==> config.mk <==
export PLATFORM = sky130hd
export DESIGN_NAME = wb_daq_bus_arbiter_flat
export DESIGN_NICKNAME = d
export VERILOG_FILES = /design/src/rtl/wb_daq_bus_arbiter_pkg.sv /design/src/rtl/wb_daq_bus_arbiter_if.sv /design/src/rtl/wb_daq_bus_arbiter_watchdog.sv /design/src/rtl/wb_daq_bus_arbiter.sv /design/src/flat_wrapper.sv
export SDC_FILE = /design/constraint.sdc
export NUM_CORES = 1
export LEC_CHECK = 0
export ABC_AREA = 0
export CORE_AREA = 2 2 96 98
export CTS_CLUSTER_SIZE = 24
export DETAILED_ROUTE_END_ITERATION = 10
export DIE_AREA = 0 0 98 100
export PLACE_DENSITY_LB_ADDON = 0.1
export SYNTH_ARGS = -nofsm -noshare
export SYNTH_HDL_FRONTEND = slang
export SYNTH_SLANG_ARGS = --single-unit
==> constraint.sdc <==
create_clock -name wb_clk -period 2.3 [get_ports wb_clk]
set_input_delay 0.345 -clock wb_clk [delete_from_list [all_inputs] [get_ports wb_clk]]
set_output_delay 0.345 -clock wb_clk [all_outputs]
set_load 0.1 [all_outputs]
==> src/rtl/wb_daq_bus_arbiter_pkg.sv <==
// Shared types for the two-master Wishbone arbiter in front of the DAQ register bank.
// State encoding, response bundle and watchdog defaults live here.
package wb_daq_bus_arbiter_pkg;

  localparam int unsigned TIMEOUT_DEFAULT = 16;
  localparam int unsigned SEL_W           = 4;
  localparam int unsigned CNT_W           = 8;

  typedef enum logic [1:0] {
    IDLE = 2'd0,
    GNT0 = 2'd1,
    GNT1 = 2'd2
  } arb_state_e;

  typedef struct packed {
    logic ack;
    logic err;
    logic rty;
  } wb_rsp_t;

  // One-hot owner vector for a given arbiter state
  function automatic logic [1:0] grant_of(input arb_state_e s);
    case (s)
      GNT0:    return 2'b01;
      GNT1:    return 2'b10;
      default: return 2'b00;
    endcase
  endfunction

endpackage

==> src/rtl/wb_daq_bus_arbiter_if.sv <==
// Bus bundle between two Wishbone masters, the arbiter and the shared DAQ slave.
// slave modport is the arbiter's view; master modport is the surrounding system's view.
interface wb_daq_bus_arbiter_if
  import wb_daq_bus_arbiter_pkg::*;
#(
  parameter int unsigned dw = 32,
  parameter int unsigned aw = 8
);

  logic [aw-1:0]    m0_adr_i, m1_adr_i;
  logic [dw-1:0]    m0_dat_i, m1_dat_i;
  logic [SEL_W-1:0] m0_sel_i, m1_sel_i;
  logic             m0_we_i,  m1_we_i;
  logic             m0_cyc_i, m1_cyc_i;
  logic             m0_stb_i, m1_stb_i;

  logic [dw-1:0]    m0_dat_o, m1_dat_o;
  logic             m0_ack_o, m1_ack_o;
  logic             m0_err_o, m1_err_o;
  logic             m0_rty_o, m1_rty_o;

  logic [aw-1:0]    s_adr_o;
  logic [dw-1:0]    s_dat_o;
  logic [SEL_W-1:0] s_sel_o;
  logic             s_we_o, s_cyc_o, s_stb_o;

  logic [dw-1:0]    s_dat_i;
  logic             s_ack_i, s_err_i, s_rty_i;

  logic [1:0]       grant;

  modport slave (
    input  m0_adr_i, m0_dat_i, m0_sel_i, m0_we_i, m0_cyc_i, m0_stb_i,
    input  m1_adr_i, m1_dat_i, m1_sel_i, m1_we_i, m1_cyc_i, m1_stb_i,
    output m0_dat_o, m0_ack_o, m0_err_o, m0_rty_o,
    output m1_dat_o, m1_ack_o, m1_err_o, m1_rty_o,
    output s_adr_o, s_dat_o, s_sel_o, s_we_o, s_cyc_o, s_stb_o,
    input  s_dat_i, s_ack_i, s_err_i, s_rty_i,
    output grant
  );

  modport master (
    output m0_adr_i, m0_dat_i, m0_sel_i, m0_we_i, m0_cyc_i, m0_stb_i,
    output m1_adr_i, m1_dat_i, m1_sel_i, m1_we_i, m1_cyc_i, m1_stb_i,
    input  m0_dat_o, m0_ack_o, m0_err_o, m0_rty_o,
    input  m1_dat_o, m1_ack_o, m1_err_o, m1_rty_o,
    input  s_adr_o, s_dat_o, s_sel_o, s_we_o, s_cyc_o, s_stb_o,
    output s_dat_i, s_ack_i, s_err_i, s_rty_i,
    input  grant
  );

endinterface

==> src/rtl/wb_daq_bus_arbiter_watchdog.sv <==
// Stalled-strobe watchdog: counts unanswered strobe cycles and pulses expire for one
// cycle when the count reaches TIMEOUT. Only instantiated under WB_DAQ_ARB_TIMEOUT_EN.
module wb_daq_arb_watchdog
  import wb_daq_bus_arbiter_pkg::*;
#(
  parameter int unsigned TIMEOUT = TIMEOUT_DEFAULT
) (
  input  logic clk,
  input  logic rst,
  input  logic active,
  input  logic done,
  output logic expire
);

  logic [CNT_W-1:0] cnt_q, cnt_d;
  logic             expire_q, expire_d;

  // Expiry clears the count so a still-stalled slave restarts a full window
  always_comb begin
    cnt_d = cnt_q;
    if (done || expire_q) begin
      cnt_d = '0;
    end else if (active) begin
      cnt_d = cnt_q + CNT_W'(1);
    end
    expire_d = (cnt_d == CNT_W'(TIMEOUT));
  end

  always_ff @(posedge clk) begin
    if (rst) begin
      cnt_q    <= '0;
      expire_q <= 1'b0;
    end else begin
      cnt_q    <= cnt_d;
      expire_q <= expire_d;
    end
  end

  assign expire = expire_q;

endmodule

==> src/rtl/wb_daq_bus_arbiter.sv <==
// Round-robin arbiter giving two Wishbone masters exclusive access to the DAQ slave.
// Optional stalled-slave watchdog enabled by defining WB_DAQ_ARB_TIMEOUT_EN.
module wb_daq_bus_arbiter
  import wb_daq_bus_arbiter_pkg::*;
#(
  parameter int unsigned dw      = 32,
  parameter int unsigned aw      = 8,
  parameter int unsigned TIMEOUT = TIMEOUT_DEFAULT
) (
  input logic                 wb_clk,
  input logic                 wb_rst,
  wb_daq_bus_arbiter_if.slave bus
);

  if ((TIMEOUT < 2) || (TIMEOUT > 255)) begin : g_bad_timeout
    $error("wb_daq_bus_arbiter: TIMEOUT must lie in 2..255");
  end

  arb_state_e       state_q, state_d;
  logic             last_owner_q, last_owner_d;
  logic [1:0]       grant_q, grant_d;
  logic             own0, own1;
  logic             expire;
  wb_rsp_t          rsp;
  logic             any_rsp;

  logic [aw-1:0]    adr_c;
  logic [dw-1:0]    dat_c;
  logic [SEL_W-1:0] sel_c;
  logic             we_c, cyc_c, stb_c;

  always_ff @(posedge wb_clk) begin
    if (wb_rst) begin
      state_q      <= IDLE;
      last_owner_q <= 1'b1;
      grant_q      <= 2'b00;
    end else begin
      state_q      <= state_d;
      last_owner_q <= last_owner_d;
      grant_q      <= grant_d;
    end
  end

  // Tie between requesters goes to whoever was not served last
  always_comb begin
    state_d      = state_q;
    last_owner_d = last_owner_q;
    unique case (state_q)
      IDLE: begin
        if (bus.m0_cyc_i && (!bus.m1_cyc_i || last_owner_q)) begin
          state_d      = GNT0;
          last_owner_d = 1'b0;
        end else if (bus.m1_cyc_i) begin
          state_d      = GNT1;
          last_owner_d = 1'b1;
        end
      end
      GNT0:    if (!bus.m0_cyc_i) state_d = IDLE;
      GNT1:    if (!bus.m1_cyc_i) state_d = IDLE;
      default: state_d = IDLE;
    endcase
    grant_d = grant_of(state_d);
  end

  // Ownership is squashed while reset is high so nothing leaks before the flops clear
  assign own0 = (state_q == GNT0) && !wb_rst;
  assign own1 = (state_q == GNT1) && !wb_rst;

  always_comb begin
    adr_c = bus.m0_adr_i;
    dat_c = bus.m0_dat_i;
    sel_c = bus.m0_sel_i;
    we_c  = bus.m0_we_i;
    cyc_c = 1'b0;
    stb_c = 1'b0;
    if (own1) begin
      adr_c = bus.m1_adr_i;
      dat_c = bus.m1_dat_i;
      sel_c = bus.m1_sel_i;
      we_c  = bus.m1_we_i;
      cyc_c = bus.m1_cyc_i;
      stb_c = bus.m1_stb_i;
    end else if (own0) begin
      cyc_c = bus.m0_cyc_i;
      stb_c = bus.m0_stb_i;
    end
  end

  always_comb begin
    rsp.ack = bus.s_ack_i;
    rsp.err = bus.s_err_i;
    rsp.rty = bus.s_rty_i;
  end

  assign any_rsp = rsp.ack | rsp.err | rsp.rty;

`ifdef WB_DAQ_ARB_TIMEOUT_EN
  logic wd_active, wd_done;

  assign wd_active = stb_c & ~any_rsp;
  assign wd_done   = any_rsp | (grant_d != grant_q);

  wb_daq_arb_watchdog #(
    .TIMEOUT (TIMEOUT)
  ) u_watchdog (
    .clk    (wb_clk),
    .rst    (wb_rst),
    .active (wd_active),
    .done   (wd_done),
    .expire (expire)
  );
`else
  assign expire = 1'b0;
`endif

  assign bus.s_adr_o = adr_c;
  assign bus.s_dat_o = dat_c;
  assign bus.s_sel_o = sel_c;
  assign bus.s_we_o  = we_c;
  assign bus.s_cyc_o = cyc_c;
  assign bus.s_stb_o = stb_c & ~expire;

  // Responses reach only the owner; a late ack landing in IDLE is dropped
  assign bus.m0_dat_o = bus.s_dat_i;
  assign bus.m1_dat_o = bus.s_dat_i;
  assign bus.m0_ack_o = own0 & rsp.ack;
  assign bus.m1_ack_o = own1 & rsp.ack;
  assign bus.m0_err_o = own0 & (rsp.err | expire);
  assign bus.m1_err_o = own1 & (rsp.err | expire);
  assign bus.m0_rty_o = own0 & rsp.rty;
  assign bus.m1_rty_o = own1 & rsp.rty;
  assign bus.grant    = grant_q;

  // any_rsp is only consumed by the watchdog; keep it referenced in every build
  logic unused_ok;
  assign unused_ok = any_rsp;

endmodule

==> src/flat_wrapper.sv <==
// flat-port wrapper written by rule: the top's interface ports become plain ports
module wb_daq_bus_arbiter_flat import wb_daq_bus_arbiter_pkg::*;
#(
  parameter int unsigned dw      = 32,
  parameter int unsigned aw      = 8,
  parameter int unsigned TIMEOUT = TIMEOUT_DEFAULT
)
  (wb_clk, wb_rst, bus_m0_adr_i, bus_m0_dat_i, bus_m0_sel_i, bus_m0_we_i, bus_m0_cyc_i, bus_m0_stb_i, bus_m1_adr_i, bus_m1_dat_i, bus_m1_sel_i, bus_m1_we_i, bus_m1_cyc_i, bus_m1_stb_i, bus_m0_dat_o, bus_m0_ack_o, bus_m0_err_o, bus_m0_rty_o, bus_m1_dat_o, bus_m1_ack_o, bus_m1_err_o, bus_m1_rty_o, bus_s_adr_o, bus_s_dat_o, bus_s_sel_o, bus_s_we_o, bus_s_cyc_o, bus_s_stb_o, bus_s_dat_i, bus_s_ack_i, bus_s_err_i, bus_s_rty_i, bus_grant);
  wb_daq_bus_arbiter_if #(.dw(dw), .aw(aw)) bus_i ();
  input logic wb_clk;
  input logic wb_rst;
  input wire logic [$bits(bus_i.m0_adr_i)-1:0] bus_m0_adr_i;
  input wire logic [$bits(bus_i.m0_dat_i)-1:0] bus_m0_dat_i;
  input wire logic [$bits(bus_i.m0_sel_i)-1:0] bus_m0_sel_i;
  input wire logic [$bits(bus_i.m0_we_i)-1:0] bus_m0_we_i;
  input wire logic [$bits(bus_i.m0_cyc_i)-1:0] bus_m0_cyc_i;
  input wire logic [$bits(bus_i.m0_stb_i)-1:0] bus_m0_stb_i;
  input wire logic [$bits(bus_i.m1_adr_i)-1:0] bus_m1_adr_i;
  input wire logic [$bits(bus_i.m1_dat_i)-1:0] bus_m1_dat_i;
  input wire logic [$bits(bus_i.m1_sel_i)-1:0] bus_m1_sel_i;
  input wire logic [$bits(bus_i.m1_we_i)-1:0] bus_m1_we_i;
  input wire logic [$bits(bus_i.m1_cyc_i)-1:0] bus_m1_cyc_i;
  input wire logic [$bits(bus_i.m1_stb_i)-1:0] bus_m1_stb_i;
  output wire logic [$bits(bus_i.m0_dat_o)-1:0] bus_m0_dat_o;
  output wire logic [$bits(bus_i.m0_ack_o)-1:0] bus_m0_ack_o;
  output wire logic [$bits(bus_i.m0_err_o)-1:0] bus_m0_err_o;
  output wire logic [$bits(bus_i.m0_rty_o)-1:0] bus_m0_rty_o;
  output wire logic [$bits(bus_i.m1_dat_o)-1:0] bus_m1_dat_o;
  output wire logic [$bits(bus_i.m1_ack_o)-1:0] bus_m1_ack_o;
  output wire logic [$bits(bus_i.m1_err_o)-1:0] bus_m1_err_o;
  output wire logic [$bits(bus_i.m1_rty_o)-1:0] bus_m1_rty_o;
  output wire logic [$bits(bus_i.s_adr_o)-1:0] bus_s_adr_o;
  output wire logic [$bits(bus_i.s_dat_o)-1:0] bus_s_dat_o;
  output wire logic [$bits(bus_i.s_sel_o)-1:0] bus_s_sel_o;
  output wire logic [$bits(bus_i.s_we_o)-1:0] bus_s_we_o;
  output wire logic [$bits(bus_i.s_cyc_o)-1:0] bus_s_cyc_o;
  output wire logic [$bits(bus_i.s_stb_o)-1:0] bus_s_stb_o;
  input wire logic [$bits(bus_i.s_dat_i)-1:0] bus_s_dat_i;
  input wire logic [$bits(bus_i.s_ack_i)-1:0] bus_s_ack_i;
  input wire logic [$bits(bus_i.s_err_i)-1:0] bus_s_err_i;
  input wire logic [$bits(bus_i.s_rty_i)-1:0] bus_s_rty_i;
  output wire logic [$bits(bus_i.grant)-1:0] bus_grant;
  assign bus_i.m0_adr_i = bus_m0_adr_i;
  assign bus_i.m0_dat_i = bus_m0_dat_i;
  assign bus_i.m0_sel_i = bus_m0_sel_i;
  assign bus_i.m0_we_i = bus_m0_we_i;
  assign bus_i.m0_cyc_i = bus_m0_cyc_i;
  assign bus_i.m0_stb_i = bus_m0_stb_i;
  assign bus_i.m1_adr_i = bus_m1_adr_i;
  assign bus_i.m1_dat_i = bus_m1_dat_i;
  assign bus_i.m1_sel_i = bus_m1_sel_i;
  assign bus_i.m1_we_i = bus_m1_we_i;
  assign bus_i.m1_cyc_i = bus_m1_cyc_i;
  assign bus_i.m1_stb_i = bus_m1_stb_i;
  assign bus_m0_dat_o = bus_i.m0_dat_o;
  assign bus_m0_ack_o = bus_i.m0_ack_o;
  assign bus_m0_err_o = bus_i.m0_err_o;
  assign bus_m0_rty_o = bus_i.m0_rty_o;
  assign bus_m1_dat_o = bus_i.m1_dat_o;
  assign bus_m1_ack_o = bus_i.m1_ack_o;
  assign bus_m1_err_o = bus_i.m1_err_o;
  assign bus_m1_rty_o = bus_i.m1_rty_o;
  assign bus_s_adr_o = bus_i.s_adr_o;
  assign bus_s_dat_o = bus_i.s_dat_o;
  assign bus_s_sel_o = bus_i.s_sel_o;
  assign bus_s_we_o = bus_i.s_we_o;
  assign bus_s_cyc_o = bus_i.s_cyc_o;
  assign bus_s_stb_o = bus_i.s_stb_o;
  assign bus_i.s_dat_i = bus_s_dat_i;
  assign bus_i.s_ack_i = bus_s_ack_i;
  assign bus_i.s_err_i = bus_s_err_i;
  assign bus_i.s_rty_i = bus_s_rty_i;
  assign bus_grant = bus_i.grant;
  wb_daq_bus_arbiter #(.dw(dw), .aw(aw), .TIMEOUT(TIMEOUT)) u_core (.wb_clk(wb_clk), .wb_rst(wb_rst), .bus(bus_i));
endmodule
==> impl_metrics.ini <==
[finish]
final-seq-area_um2 = 100.1
area.growth.synth_to_final_pct = 117.5
diodes = 0
fin_util_pct = 37.34
multi_input_area_um2 = 854.6
drive_gt1_share_pct = 47.11
final_nets = 374
fillers = 856

[run]
max_cap_violations = 0

[worst_setup_path]
max_stage_delay_ps = 460
crit_chain = clkdlybuf4s50_1 > nor3b_4 > buf_6 > clkbuf_16 > mux2_4 > buf_12
crit_path_max_fanout = 13
end_kind = output port
path_buf_inv = 4
crit_family = buffers and inverters
criticalPathCategory = primary input to output port
crit_cells = 6
required_ps = 1960
cp-start-kind = primary input
rr_worst_depth = 3
crit_slowest_cell = clkdlybuf4s50_1
cp.arrival_ps = 1890

[pwr]
p_per_area_nw_per_um2 = 397.7
peakVddDrop_v = 0.0003501
p_leak_uw = 0.001350

[synthesis]
seq_area_frac_synth_pct = 6.557
netlist_area_um2 = 1526
syn_nets = 280
yosysUniqueCellTypes = 18
avgSynthCellArea_um2 = 10.24
ys_ff_latch = 5
syn_inst = 149
yosysWarnings = 0

[global_routing]
top_usage_layer = met2
grt_util_met1_pct = 13.68
gr-total-overflow = 0
grt_pass1_vias = 1233
met3_usage_pct = 3.830
grt_pass1_wl_um = 8128
grt_util_met2_pct = 17.23
grtUsageTotal_pct = 10.61
grt_antenna_before_repair = 0
grt_max_degree = 28

[floorplanning]
rows = 35
start_util_pct = 17.17
die_area_um2 = 9800
pin_count = 250
die_x_um = 98
die-height_um = 100
core_area_um2 = 8890

[sta]
setup_viol = 0
relSlewSlack_pct = 81.24
slew_viol_final = 0
fin_skew_ps = 0.5124
min_period_over_period_pct = 97.08
worst_slew_pin_slew_ps = 277.5
hold_viol_final = 0
min_period_ps = 2233
worst_slack_ps = 67.15
setup_tns_ps = 0
max_freq_mhz = 447.9
rsz0062_at_grt = false

[worst_hold_path]
hp-class = flip-flop to flip-flop
hold_depth = 1

[clock_network]
root_buffer = clkbuf_8
cts-hold-fix-buffers = 0
cts_buffers = 3
clock_latency_ps = 220
cts.sink_count = 5
clk_pin_slew_ps = 40
h-tree-depth = 1
clockBufferDepth = 2
cts_tree = built

[placed_design]
post-dp-hpwl_um = 4962
routabilityCongestion = 0.7560
place_ws_ps = 30.09
portBuffers = 153

[route]
postRouteAntennaNets = 0
route.detailed.drc = 0
drt_iter0_drc = 21
wire_per_inst_um = 16.53
vias_per_cell = 3.805
firstDrtPassIters = 4
wl_um = 5835
vias = 1343

[outcome]
outcome = finished clean
[cell type report]
class | instances | share of cell area, %
timing repair buffer | 161 | 65.70
multi-input combinational | 72 | 25.74
tap | 111 | 4.184
sequential | 5 | 3.015
clock buffer | 4 | 1.357
[through the flow]
stage | hold WS (ps) | power, uW | area, um2 | std cells
6_report | 517.7 | 1320 | 3319 | 353
5_1_grt | 551.1 | 1358 | 3319 | 353
4_1_cts | 510.9 | 1324 | 3258 | 350
3_5_place_dp | 504.9 | 1155 | 3213 | 346
3_3_place_gp | 502.2 | 1156 | 3213 | 346
2_1_floorplan | 476.9 | 1221 | 1534 | 149
[cells by family (layout without fill, tap and decap cells)]
| logic type | after synthesis | after routing | synth area share (%) |
|---|---|---|---|
| AOI/OAI and AO/OA | 3 | 3 | 1.230 |
| buffers and inverters | 72 | 165 | 38.36 |
| DFF | 5 | 5 | 6.558 |
| muxes | 45 | 45 | 43.03 |
| and+or+nand+nor | 24 | 24 | 10.82 |
[worst paths after layout]
check / startpoint / end / slack (ps)
setup / recovery: wb_rst / bus_s_dat_o[10] / 70
hold / removal: u_core.last_owner_q / u_core.last_owner_q / 520
setup reg to reg: u_core.state_q[0] / u_core.last_owner_q / 1030
hold reg to reg: u_core.last_owner_q / u_core.last_owner_q / 520
[placed cells by master (no fill, tap or decap)]
cell type,count
a21oi_2,2
mux2_2,5
nor3b_4,1
mux2_4,40
clkdlybuf4s50_1,98
nor4b_1,5
clkbuf_16,2
buf_6,1
clkbuf_8,3
and3b_1,1
or3b_1,1
buf_4,5
nor3b_1,1
buf_12,55
nand2b_1,5
a211o_1,1
dfxtp_1,5
clkbuf_1,1
nand3b_1,4
nor2_1,6
[synth_stat cells]
cell       n  area (um2)
buf_4     64       480.5
mux2_4    40       600.6
nor2_1     6       22.52
dfxtp_1    5       100.1
mux2_2     5       56.30
nand2b_1   5       31.28
nor4b_1    5       43.79
buf_12     4       80.08
nand3b_1   4       30.03
a21oi_1    2       10.01
buf_2      2       10.01
a211o_1    1       8.760
and3b_1    1       8.760
buf_6      1       11.26
clkbuf_1   1       3.750
nor3b_1    1       7.510
nor3b_2    1       12.51
or3b_1     1       8.760
[what timing repair did]
| item | 4_1_cts | 5_1_grt |
|---|---|---|
| setup buffers | 0 | 1 |
| setup endpoints to repair | 0 | 25 |
| gates resized for setup | 0 | 1 |
[metal layers]
metal  part of all wire, %  wire [um]
met1                    41       2365
met2                    48       2814
met3                    11        613
met4                  0.72         42
met5                     0          0
[report_power, final]
part           internal [uW]  switching, uW  leakage [uW]
Combinational            473            585       0.00129
Clock                    119           46.1     0.0000228
Sequential              93.5           3.88     0.0000414
[sequential cells by signal (all words and copies together) (netlist names)]
signal,cells
u_core.bus.grant,2
u_core.state_q,2
u_core.last_owner_q,1
(Power assumes the default switching activity.)
